`src/rtl/hazard_fwd_unit_pkg.sv`:
```
// Shared types and constants for the hazard/forwarding control unit.
// A slot records the destination of an in-flight instruction.
package hazard_fwd_unit_pkg;

    localparam int REG_W = 5;
    localparam logic [REG_W-1:0] REG_X0 = '0;

    typedef struct packed {
        logic [REG_W-1:0] rd;
        logic             wr;
        logic             ld;
    } slot_t;

    localparam slot_t SLOT_EMPTY = '0;

endpackage

```
`src/rtl/hazard_fwd_unit_cmp.sv`:
```
// Per-operand comparator: does a source register match the EX or MEM producer?
// x0 never matches, and an operand that is not read never matches.
module hazard_cmp
    import hazard_fwd_unit_pkg::*;
(
    input  logic [REG_W-1:0] rs,
    input  logic             use_rs,
    input  logic [REG_W-1:0] ex_rd,
    input  logic             ex_wr,
    input  logic [REG_W-1:0] mem_rd,
    input  logic             mem_wr,
    output logic             hit_ex,
    output logic             hit_mem
);

    assign hit_ex  = use_rs & ex_wr  & (ex_rd  != REG_X0) & (ex_rd  == rs);
    assign hit_mem = use_rs & mem_wr & (mem_rd != REG_X0) & (mem_rd == rs);

endmodule

```
`src/rtl/hazard_fwd_unit.sv`:
```
// Forwarding selects, load-use stall and ID/EX bubble control, driven from a
// private 2-deep shadow of destination info that advances on negedge clk.
module hazard_fwd_unit
    import hazard_fwd_unit_pkg::*;
#(
    parameter int CNT_W = 16
) (
    input  logic             clk,
    input  logic             rst,
    input  logic             id_valid,
    input  logic [REG_W-1:0] id_rs1,
    input  logic [REG_W-1:0] id_rs2,
    input  logic             id_use_rs1,
    input  logic             id_use_rs2,
    input  logic [REG_W-1:0] id_rd,
    input  logic             id_RegWrite,
    input  logic             id_MemRead,
    input  logic             flush,
    output logic             fwd_ex_1,
    output logic             fwd_mem_1,
    output logic             fwd_ex_2,
    output logic             fwd_mem_2,
    output logic             stall,
    output logic             clear,
    output logic [CNT_W-1:0] stall_cnt,
    output logic [CNT_W-1:0] flush_cnt
);

    slot_t            ex_q, ex_d;
    logic [REG_W-1:0] mem_rd_q, mem_rd_d;
    logic             mem_wr_q, mem_wr_d;
    logic [CNT_W-1:0] stall_cnt_q, stall_cnt_d;
    logic [CNT_W-1:0] flush_cnt_q, flush_cnt_d;

    logic hit_ex_1, hit_mem_1, hit_ex_2, hit_mem_2;
    logic lu;

    hazard_cmp u_cmp_rs1 (
        .rs      (id_rs1),
        .use_rs  (id_use_rs1 & id_valid),
        .ex_rd   (ex_q.rd),
        .ex_wr   (ex_q.wr),
        .mem_rd  (mem_rd_q),
        .mem_wr  (mem_wr_q),
        .hit_ex  (hit_ex_1),
        .hit_mem (hit_mem_1)
    );

    hazard_cmp u_cmp_rs2 (
        .rs      (id_rs2),
        .use_rs  (id_use_rs2 & id_valid),
        .ex_rd   (ex_q.rd),
        .ex_wr   (ex_q.wr),
        .mem_rd  (mem_rd_q),
        .mem_wr  (mem_wr_q),
        .hit_ex  (hit_ex_2),
        .hit_mem (hit_mem_2)
    );

    // A flush squashes the consumer, so it overrides any load-use stall.
    assign lu        = ex_q.ld & (hit_ex_1 | hit_ex_2) & ~flush;
    assign stall     = lu;
    assign clear     = lu | flush | rst;
    assign fwd_ex_1  = hit_ex_1 & ~ex_q.ld;
    assign fwd_ex_2  = hit_ex_2 & ~ex_q.ld;
    assign fwd_mem_1 = hit_mem_1 & ~hit_ex_1;
    assign fwd_mem_2 = hit_mem_2 & ~hit_ex_2;
    assign stall_cnt = stall_cnt_q;
    assign flush_cnt = flush_cnt_q;

    always_comb begin
        mem_rd_d    = ex_q.rd;
        mem_wr_d    = ex_q.wr;
        ex_d        = SLOT_EMPTY;
        stall_cnt_d = stall_cnt_q;
        flush_cnt_d = flush_cnt_q;
        if (!clear) begin
            ex_d.rd = id_rd;
            ex_d.wr = id_RegWrite & id_valid;
            ex_d.ld = id_MemRead & id_valid;
        end
        if (lu && (stall_cnt_q != '1)) begin
            stall_cnt_d = stall_cnt_q + CNT_W'(1);
        end
        if (flush && (flush_cnt_q != '1)) begin
            flush_cnt_d = flush_cnt_q + CNT_W'(1);
        end
    end

    always_ff @(negedge clk) begin
        if (rst) begin
            ex_q        <= SLOT_EMPTY;
            mem_rd_q    <= REG_X0;
            mem_wr_q    <= 1'b0;
            stall_cnt_q <= '0;
            flush_cnt_q <= '0;
        end else begin
            ex_q        <= ex_d;
            mem_rd_q    <= mem_rd_d;
            mem_wr_q    <= mem_wr_d;
            stall_cnt_q <= stall_cnt_d;
            flush_cnt_q <= flush_cnt_d;
        end
    end

endmodule

```
`config.mk`:
```
export PLATFORM = sky130hd
export DESIGN_NAME = hazard_fwd_unit
export DESIGN_NICKNAME = d
export VERILOG_FILES = /design/src/rtl/hazard_fwd_unit_pkg.sv /design/src/rtl/hazard_fwd_unit_cmp.sv /design/src/rtl/hazard_fwd_unit.sv
export SDC_FILE = /design/constraint.sdc
export NUM_CORES = 1
export LEC_CHECK = 0
export CAP_MARGIN = 10
export CORE_MARGIN = 1
export CORE_UTILIZATION = 30
export CTS_CLUSTER_SIZE = 10
export DETAILED_ROUTE_END_ITERATION = 8
export MAX_ROUTING_LAYER = met4
export PLACE_DENSITY = 0.54
export SKIP_LAST_GASP = 1
export SLEW_MARGIN = 10
export SYNTH_ARGS = -nofsm -noshare
export SYNTH_HDL_FRONTEND = slang
export SYNTH_SLANG_ARGS = --single-unit
export TNS_END_PERCENT = 5
```
`constraint.sdc`:
```
create_clock -name clk -period 4.7 [get_ports clk]
set_clock_uncertainty 0.1 [all_clocks]
set_input_delay 0.47 -clock clk [delete_from_list [all_inputs] [get_ports clk]]
set_output_delay 0.47 -clock clk [all_outputs]
set_load 0.05 [all_outputs]
```
==> run_results.csv <==
group,metric,value,unit
outcome,status,"finished, violations left",
outcome,violations,"setup timing",
place,hpwl,4603,um
floorplan,dieArea,0.007862,mm2
setup_path,cp_data_arrival_time,4.33,ns
yosys,synth-async-reset-ratio,0,
drt,routed_wl,6368,um
finish,syn_to_final_growth,60.24,%
sta,worst_pin_slew,0.5590,ns
pwr,ir_drop,0.1541,mV
drt,vias,2400,
yosys,synth_area_leaders,"dfxtp_1 (40%), xor2_1 (9.7%), nor2_1 (4.7%), nand4_1 (4.4%), nor2b_1 (3.3%)",
clock_network,cts_tree,"done",
clock_network,cts_root_buffer,"clkbuf_8",
finish,final_cell_area,0.003611,mm2
drt,wire_per_inst,12.81,um
drt,drt-met1-wl,2926,um
yosys,synth_cells,258,
setup_path,cp_max_fo,4,
setup_path,slowest_delay,0.55,ns
drt,remaining_drc_errors,0,
setup_path,path_class,"flip-flop to primary output",
place,place.gp.congestion,0.8119,
floorplan,fp.dieH,88.67,um
setup_path,worstPathRequired,4.13,ns
yosys,synthMostInstantiatedCell,"dfxtp_1",
sta,final_hold_viol_count,0,
drt,met2WireLength,3064,um
global_route,antenna_found_initial,0,
drt,via_per_inst,4.829,
yosys,ys.flop_type,"dfxtp_1",
yosys,ys_seq_elements,45,
finish,drive_gt1_frac,0.1734,
drt,antenna_left,0,
setup_path,path_cells,"or4_4 -> o21ai_4 -> buf_6 -> nor2_1 -> nor3_2 -> buf_12",
global_route,grt_first_pass_wirelength,10540,um
clock_network,postCtsHoldBufs,0,
global_route,grt-ovfl-total,0,
setup_path,crit_family,"simple AND/OR/NAND/NOR gates",
sta,relSlewSlack,0.6234,
yosys,yosys.cell_types.count,38,
yosys,syn_nets,283,
global_route,grt_max_degree,29,
pwr,powerDensity,243.2,mW/mm2
floorplan,core,0.007253,mm2
drt,top_layer,"met4",
pwr,pwr-share-clk,0.449,
yosys,syn-cell-area,0.002253,mm2
sta,setup-violations-final,10,
yosys,synth.top_cell.area_share,0.3998,
pwr,swShare,0.3258,
setup_path,slowest_stage,"or4_4",
finish,antennaDiodeCount,0,
pwr,internal-power,0.5921,mW
drt,initialDrtViolationCount,75,
global_route,track_usage,0.1819,
run,max_cap_viol_count,0,
setup_path,critPathCaptureType,"primary output",
yosys,yosysSeqAreaShare,0.3998,
floorplan,die_w,88.67,um
pwr,p_leak,1.486,nW
clock_network,cts.clk_slew.worst_paths,0.04,ns
floorplan,start_util,0.3107,
clock_network,cts_buffer_depth,2,
place,post-place-ws,-0.4081,ns
hold_path,holdCritPathClass,"flip-flop to flip-flop",
sta,setup_ws,-0.1966,ns
sta,tns,-1.224,ns
place,dpl_cell_area,0.003252,mm2
pwr,seq_power_share,0.452,
sta,rsz0062_at_grt,"yes",
clock_network,numCtsBuffers,5,
global_route,first_global_vias,2404,
finish,fin_util,0.4978,
pwr,p_sw,0.2861,mW
finish,nets,422,
setup_path,startpoint_type,"flip-flop",
place,portBuffers,60,
drt,dr.pass1.iters,4,
floorplan,ios,61,
yosys,synth-edff-count,0,
yosys,synth_top_area_cell,"dfxtp_1",
sta,final-max-slew-violation-count,0,
setup_path,path_buf_inv,2,
clock_network,cts_sinks,45,
yosys,ys_warn_count,0,
sta,whs,0.4089,ns
clock_network,htreeDepth,2,
clock_network,insertion_delay,0.37,ns
drt,wl_met3,287,um
pwr,combPwrFrac,0.100,
floorplan,fp-row-count,31,
yosys,synth.avg_cell_area,8.734,um2
yosys,synth.top_cells.by_count,"dfxtp_1 (45), nor2_1 (28), xor2_1 (25)",
## worst paths after layout
| check | start | endpoint | slack (ns) | cells after the start |
|---|---|---|---|---|
| worst min register to register | mem_wr_d | mem_wr_q | 0.41 | 1 |
| worst max register to register | mem_rd_d[1] | stall_cnt[11] | 2.43 | 9 |
| worst max-delay path | mem_rd_d[0] | fwd_mem_1 | -0.20 | 6 |
| worst min-delay path | mem_wr_d | mem_wr_q | 0.41 | 1 |
## worst register-to-register path, cell delays in order, from the launching register on
cell	delay, ns
dfxtp_4	0.35
buf_6	0.11
xor2_2	0.14
nor4_2	0.22
nand4_1	0.14
and2_4	0.17
buf_6	0.11
buf_4	0.14
nor4_1	0.30
mux2_1	0.36
## what timing repair did
item                                    in CTS  in global routing
endpoints found under the setup margin      11                 21
resized for setup                           18                  2
pin swaps                                   11                  2
setup buffers                                3                  0
## stage by stage
step / cells / total power, mW
after CTS: 497 / 0.9003
after detailed placement: 442 / 0.5437
after global routing: 497 / 0.9495
after global placement: 442 / 0.5435
final: 497 / 0.8783
after floorplan: 258 / 0.4962
## per-layer routing
layer | up-vias | GRT usage
met4 | 0 | 0.09677
met3 | 10 | 0.06343
met5 | - | -
met2 | 56 | 0.2867
met1 | 1123 | 0.2018
li1 | 1211 | -
## area by class of cell
cell class	instances	area [um2]
clock buffers	5	68.82
clock inverters	48	190.2
fillers	751	3642
inverters	2	7.507
multi-input cells	200	1358
flip-flops and latches	45	907.1
well taps	99	123.9
repair buffers	98	955.9
## cells in the final DEF (no fill, tap or decap), types with 8 or more instances in the layout
cell type / n
nand2_1: 14
buf_4: 33
clkdlybuf4s50_1: 54
nor2_1: 27
dfxtp_1: 42
nand4_1: 16
xnor2_1: 8
a21oi_1: 12
xor2_1: 24
inv_1: 48
nor2b_1: 12
## state kept, by name (all words and copies together), names as in the netlist
| signal | flops |
|---|---|
| stall_cnt | 16 |
| ex_q | 1 |
| mem_rd_d | 5 |
| mem_wr_q | 1 |
| mem_wr_d | 1 |
| flush_cnt | 16 |
| mem_rd_q | 5 |
## power groups by stage
stage,logic [mW],registers [mW],clock network [mW]
5_1_grt,0.0940,0.396,0.459
3_3_place_gp,0.0816,0.402,0.0596
3_5_place_dp,0.0819,0.402,0.0596
2_1_floorplan,0.0299,0.407,0.0596
6_report,0.0875,0.397,0.394
4_1_cts,0.0872,0.396,0.417
## cell families after synthesis
| family | Yosys count | share of synthesized area |
|---|---|---|
| AO/OA/AOI/OAI | 36 | 0.1033 |
| flip-flops | 45 | 0.3998 |
| AND/OR/NAND/NOR | 123 | 0.2993 |
| adder cells (fa/ha/maj) | 2 | 0.01110 |
| buffers and inverters | 13 | 0.02887 |
| multiplexers | 6 | 0.02943 |
| XOR/XNOR | 33 | 0.1283 |
(Power assumes the default switching activity.)
==> edit 1: new RTL, same flow settings <==
Reset style: asynchronous (`rst`), changed in one clocked block.
--- a/src/rtl/hazard_fwd_unit.sv
+++ b/src/rtl/hazard_fwd_unit.sv
@@ -87,7 +87,7 @@
         end
     end
 
-    always_ff @(negedge clk) begin
+    always_ff @(negedge clk or posedge rst) begin
         if (rst) begin
             ex_q        <= SLOT_EMPTY;
             mem_rd_q    <= REG_X0;
Behaviour: differs if rst is asserted again (counterexample within 4 cycles, from zero or initial values and one cycle with rst high); with rst held inactive, the same outputs for 10 cycles.
==> edit 1 against the original RTL <==
  * The flow still finishes with violations (setup timing)
  * Critical path depth grew 1
  * Synthesized area is 2.1% lower
  * Non-clock buffer count decreased by 9
  * Design area down 7.7%
  * Final cell count down 21%
  * Worst setup slack got worse by 120 ps
  * Wire length down 20%
  * Register-to-register slack improved by 110 ps
  * Sequential cell count unchanged
Power is not compared: it rests on default switching activity, and its combinational part moved more than twofold at a synthesized area within 25%.
==> edit 1: results (changes against the original RTL) <==
cells_and_area:
  drive_gt1_share_pct: 20.34  # was 17.34%
  n_antenna_cell: 0  # unchanged
  final_nets: 319  # was 422
  stdcell_count: 391  # was 497
detailed_routing:
  vias_per_cell: 4.560  # was 4.829
  first_pass_iters: 4  # unchanged
  first_iter_violations: 52  # was 75
  wirelength_um: 5113  # was 6368 um
synthesis:
  synth_nets: 223  # was 283
  syn_area_per_cell_um2: 11.14  # was 8.734 um2
  synth.distinct_cells: 33  # was 38
  synthTopCellsByArea: "dfrtn_1 (51%), xnor2_1 (15%), nand4_1 (5.1%), xor2_1 (4.4%), nand3_1 (3.2%)"  # was dfxtp_1 (40%), xor2_1 (9.7%), nor2_1 (4.7%), nand4_1 (4.4%), nor2b_1 (3.3%)
  yosysWarnings: 0  # unchanged
  synthTopCellsByCount: "dfrtn_1 (45), xnor2_1 (37), nand4_1 (18)"  # was dfxtp_1 (45), nor2_1 (28), xor2_1 (25)
  synth_flop_cell: "dfrtn_1"  # was dfxtp_1
  async_reset_ff_share_pct: 100.0  # was 0%
  yosysSeqAreaShare_pct: 51.05  # was 39.98%
setup_path:
  r2r_slack_ps: 2540  # was 2430 ps
  startpoint: "mem_rd_d[2]"  # was mem_rd_d[0]
  reg2reg_depth: 6  # was 9
  crit_fanout: 5  # was 4
  endpoint: "clear"  # was fwd_mem_1
  timing.rr.start: "mem_rd_d[2]"  # was mem_rd_d[1]
  critPathArrivalTime_ps: 4450  # was 4330 ps
  r2r_end: "stall_cnt[1]"  # was stall_cnt[11]
  start_kind: "flop"  # unchanged
min_path:
  hp-class: "reg -> reg"  # unchanged
global_routing:
  antenna_found_initial: 0  # unchanged
  grt_max_degree: 20  # was 29
  grt_pass1_wl_um: 8383  # was 10,540 um
  track_usage_pct: 14.73  # was 18.19%
  grt_pass1_vias: 1797  # was 2,404
placed_design:
  dp.cells: 383  # was 442
  dpl.hpwl_um: 3990  # was 4603 um
  io_buffers: 60  # unchanged
  gp_congestion: 0.8139  # was 0.8119
power:
  leakage_uw: 0.001405
  irDropWorstVdd_uv: 275.3
  switching_power_uw: 331.6
clocking:
  cts_buffer_depth: 2  # unchanged
  htreeDepth: 2  # unchanged
  insertion_delay_ps: 300  # was 370 ps
  clk_pin_slew_ps: 50
  cts-buffers-inserted: 5  # unchanged
  cts-root-buf: "clkbuf_8"  # unchanged
status:
  status: "finished, violations left"  # unchanged
  violations: "setup timing"  # unchanged
sta:
  slew_headroom_pct: 63.90  # was 62.34%
  final-setup-viol-count: 6  # was 10
  layout_setup_ws_ps: -317.4  # was -196.6 ps
-- edit 1: power by group through the flow --
stage / clock network, uW / logic, uW / registers [uW]
floorplan: 0 / 73.5 / 565
finish: 298 / 280 / 466
CTS: 312 / 284 / 467
global route: 329 / 298 / 474
global placement: 0 / 277 / 474
detailed placement: 0 / 281 / 474
-- edit 1: area by class of cell --
type | count | area [um2]
well taps | 96 | 120.1
multi-input cells | 150 | 1092
fillers | 644 | 3612
inverters | 3 | 11.26
clock inverters | 1 | 30.03
flip-flops and latches | 45 | 1126
clock buffers | 7 | 86.33
repair buffers | 89 | 865.8
-- edit 1: worst min path at each step --
| stage | from | endpoint | slack, ps | depth (start not counted) |
|---|---|---|---|---|
| after detailed placement | mem_wr_d | mem_wr_q | 310 | 0 |
| final | mem_wr_d | mem_wr_q | 300 | 0 |
| after CTS | mem_wr_d | mem_wr_q | 310 | 0 |
| after floorplan | mem_wr_d | mem_wr_q | 280 | 0 |
| after global placement | mem_wr_d | mem_wr_q | 300 | 0 |
| after global routing | mem_wr_d | mem_wr_q | 310 | 0 |
-- edit 1: layer usage --
layer  global-route usage (%)  part of all wire [%]  vias up
met3                    3.110                   4.7        6
met5                        -                     0        -
met2                    23.61                    46       43
met1                    18.63                    47      840
met4                    4.471                   1.4        0
li1                         -                     -      894
-- edit 1: logic make-up (layout without fill, tap and decap cells) --
| family | Yosys count | count (layout) | share of synthesized area [%] |
|---|---|---|---|
| xor+xnor | 48 | 48 | 19.06 |
| simple gates | 88 | 88 | 23.71 |
| mux | 2 | 2 | 1.021 |
| fa+ha+maj | 2 | 2 | 1.134 |
| compound gates | 10 | 10 | 3.517 |
| buf+inv | 3 | 100 | 0.5105 |
| flops | 45 | 45 | 51.05 |
-- edit 1: what timing repair did --
item,4_1_cts,5_1_grt
pin swaps,0,1
resized for setup,0,1
hold endpoints to repair,0,0
setup buffers,0,0
endpoints found under the setup margin,6,8
-- edit 1: critical path, stage by stage, from the launching register on --
cell     delay, ps
dfrtn_1        390
or4_4          530
o21ai_4        170
nor3_2          60
o21a_1         220
nor3_4         180
inv_1           60
buf_4          190
-- edit 1: per-stage QoR --
step | total power, uW | setup TNS, ps | cell area [um2] | setup slack [ps]
2_1_floorplan | 638.9 | -893.5 | 2226 | -247.3
6_report | 1044 | -1445 | 3332 | -317.4
4_1_cts | 1062 | -1694 | 3328 | -349.3
3_3_place_gp | 751.4 | -2547 | 3212 | -219.0
3_5_place_dp | 755.5 | -2182 | 3212 | -221.3
5_1_grt | 1101 | -2341 | 3332 | -446.7
==> edit 2: new RTL, same flow settings <==
Without the edit above. Change the package constant `REG_X0` from '0 to 1.
--- a/src/rtl/hazard_fwd_unit_pkg.sv
+++ b/src/rtl/hazard_fwd_unit_pkg.sv
@@ -3,7 +3,7 @@
 package hazard_fwd_unit_pkg;
 
     localparam int REG_W = 5;
-    localparam logic [REG_W-1:0] REG_X0 = '0;
+    localparam logic [REG_W-1:0] REG_X0 = 1;
 
     typedef struct packed {
         logic [REG_W-1:0] rd;
Behaviour: not the same (a bounded check fails within 4 cycles, from zero or initial values and one cycle with rst high).
==> edit 2 against the original RTL <==
  * The flow still finishes with violations (setup timing)
  * Worst setup slack got worse by 18 ps
  * Wire length decreased by 6.4%
  * Non-clock buffer count decreased by 4
  * Design area decreased by 1.6%
  * Synthesized cell count decreased by 0.39%
  * Global-route usage decreased by 1.6 points
  * Clock power increased by 3%
  * Sequential share of layout area increased by 0.33 points
  * Sequential cell count unchanged
  * Synthesized area increased by 0.50%
  * Power increased by 0.65%
  * Largest power group is now the clock network
==> edit 2: results (changes against the original RTL) <==
global_routing:
  grtUsageMet1_pct: 18.01  # was 20.18%
  global_route.usage.met3_pct: 6.903  # was 6.343%
  grt_pass1_wl_um: 9804  # was 10,540 um
  track_usage_pct: 16.59  # was 18.19%
  grt_max_degree: 30  # was 29
  grt_pass1_vias: 2278  # was 2,404
  use_met2_pct: 26.08  # was 28.67%
detailed_routing:
  wl_met2_um: 2822  # was 3064 um
  first_iter_violations: 70  # was 75
  wirelength_um: 5962  # was 6368 um
  wl_met1_um: 2739  # was 2926 um
  wl_met3_um: 359  # was 287 um
  routedWlPerCell_um: 12.14  # was 12.81 um
  vias_per_cell: 4.764  # was 4.829
setup_path:
  cp_slowest_cell: "dfxtp_1"  # was or4_4
  critPathMaxStageDelay_ps: 340  # was 550 ps
  critPathArrivalTime_ps: 4340  # was 4330 ps
sta:
  max_slew.worst_pin.slew_ps: 501.5  # was 559.0 ps
  fin_setup_tns_ps: -1820  # was -1224 ps
  final-setup-viol-count: 19  # was 10
  layout_setup_ws_ps: -214.4  # was -196.6 ps
synthesis:
  synth_nets: 282  # was 283
  syn_area_per_cell_um2: 8.812  # was 8.734 um2
  yosysSeqAreaShare_pct: 39.78  # was 39.98%
  synthTopCellsByCount: "dfxtp_1 (45), nor2_1 (25), xor2_1 (25)"  # was dfxtp_1 (45), nor2_1 (28), xor2_1 (25)
  synthTopCellsByArea: "dfxtp_1 (40%), xor2_1 (9.7%), nand4_1 (4.4%), nor2_1 (4.1%), nor2b_1 (3.3%)"  # was dfxtp_1 (40%), xor2_1 (9.7%), nor2_1 (4.7%), nand4_1 (4.4%), nor2b_1 (3.3%)
cells_and_area:
  drive_gt1_share_pct: 19.13  # was 17.34%
  final_nets: 416  # was 422
  fill_cells: 736  # was 751
placed_design:
  dp.cells: 437  # was 442
  place_area_mm2: 0.003212  # was 0.003252 mm2
  gp_congestion: 0.7916  # was 0.8119
  dpl.hpwl_um: 4123  # was 4603 um
  post-place-ws_ps: -617.6  # was -408.1 ps
status:
  violations: "setup timing"  # unchanged
  status: "finished, violations left"  # unchanged
power:
  leakage_uw: 0.001456  # was 0.001486 uW
  irDropWorstVdd_uv: 178.7  # was 154.1 uV
[edit 2: cells by family after synthesis]
kind of cell               count (synthesis)  share of synthesized area, %
and+or+nand+nor                          126                         32.04
DFF                                       45                         39.78
xor gates and xnor gates                  32                         12.38
AOI/OAI and AO/OA                         31                         8.453
buffers and inverters                     14                         2.818
muxes                                      7                         3.425
adders and majority gates                  2                         1.105
[edit 2: worst paths after layout]
check	start	end	slack (ps)	cells after the start
setup / recovery	mem_rd_d[1]	clear	-210	9
hold / removal	mem_rd_d[0]	mem_rd_q[0]	410	1
setup reg to reg	stall_cnt[0]	stall_cnt[15]	2250	7
hold reg to reg	mem_rd_d[0]	mem_rd_q[0]	410	1
[edit 2: layout make-up]
cell class              instances  area, um2  share of cell area (%)
clock inverters                48      192.7                   5.421
repair buffers                 94      890.9                   25.06
multi-input cells             198       1366                   38.44
clock buffers                   5      68.82                   1.936
flip-flops and latches         45      904.6                   25.45
well taps                      99      123.9                   3.485
inverters                       2      7.507                  0.2112
[edit 2: where the power goes]
group          switching, uW  total [uW]  internal [uW]
combinational           37.9        83.3           45.4
clock                    246         404            158
sequential              6.98         397            390
total                    291         884            593
[edit 2: what timing repair did]
| item | in CTS | in global routing |
|---|---|---|
| buffers inserted | 2 | 0 |
| endpoints found under the setup margin | 22 | 21 |
| hold endpoints to repair | 0 | 0 |
| pin swaps | 7 | 3 |
| resized for setup | 10 | 10 |
[edit 2: critical path, delay by kind of cell (launching register included)]
family | cells | cell delay [ps]
buf+inv | 4 | 570
flops | 1 | 340
simple gates | 2 | 330
compound gates | 2 | 240
xor+xnor | 1 | 150
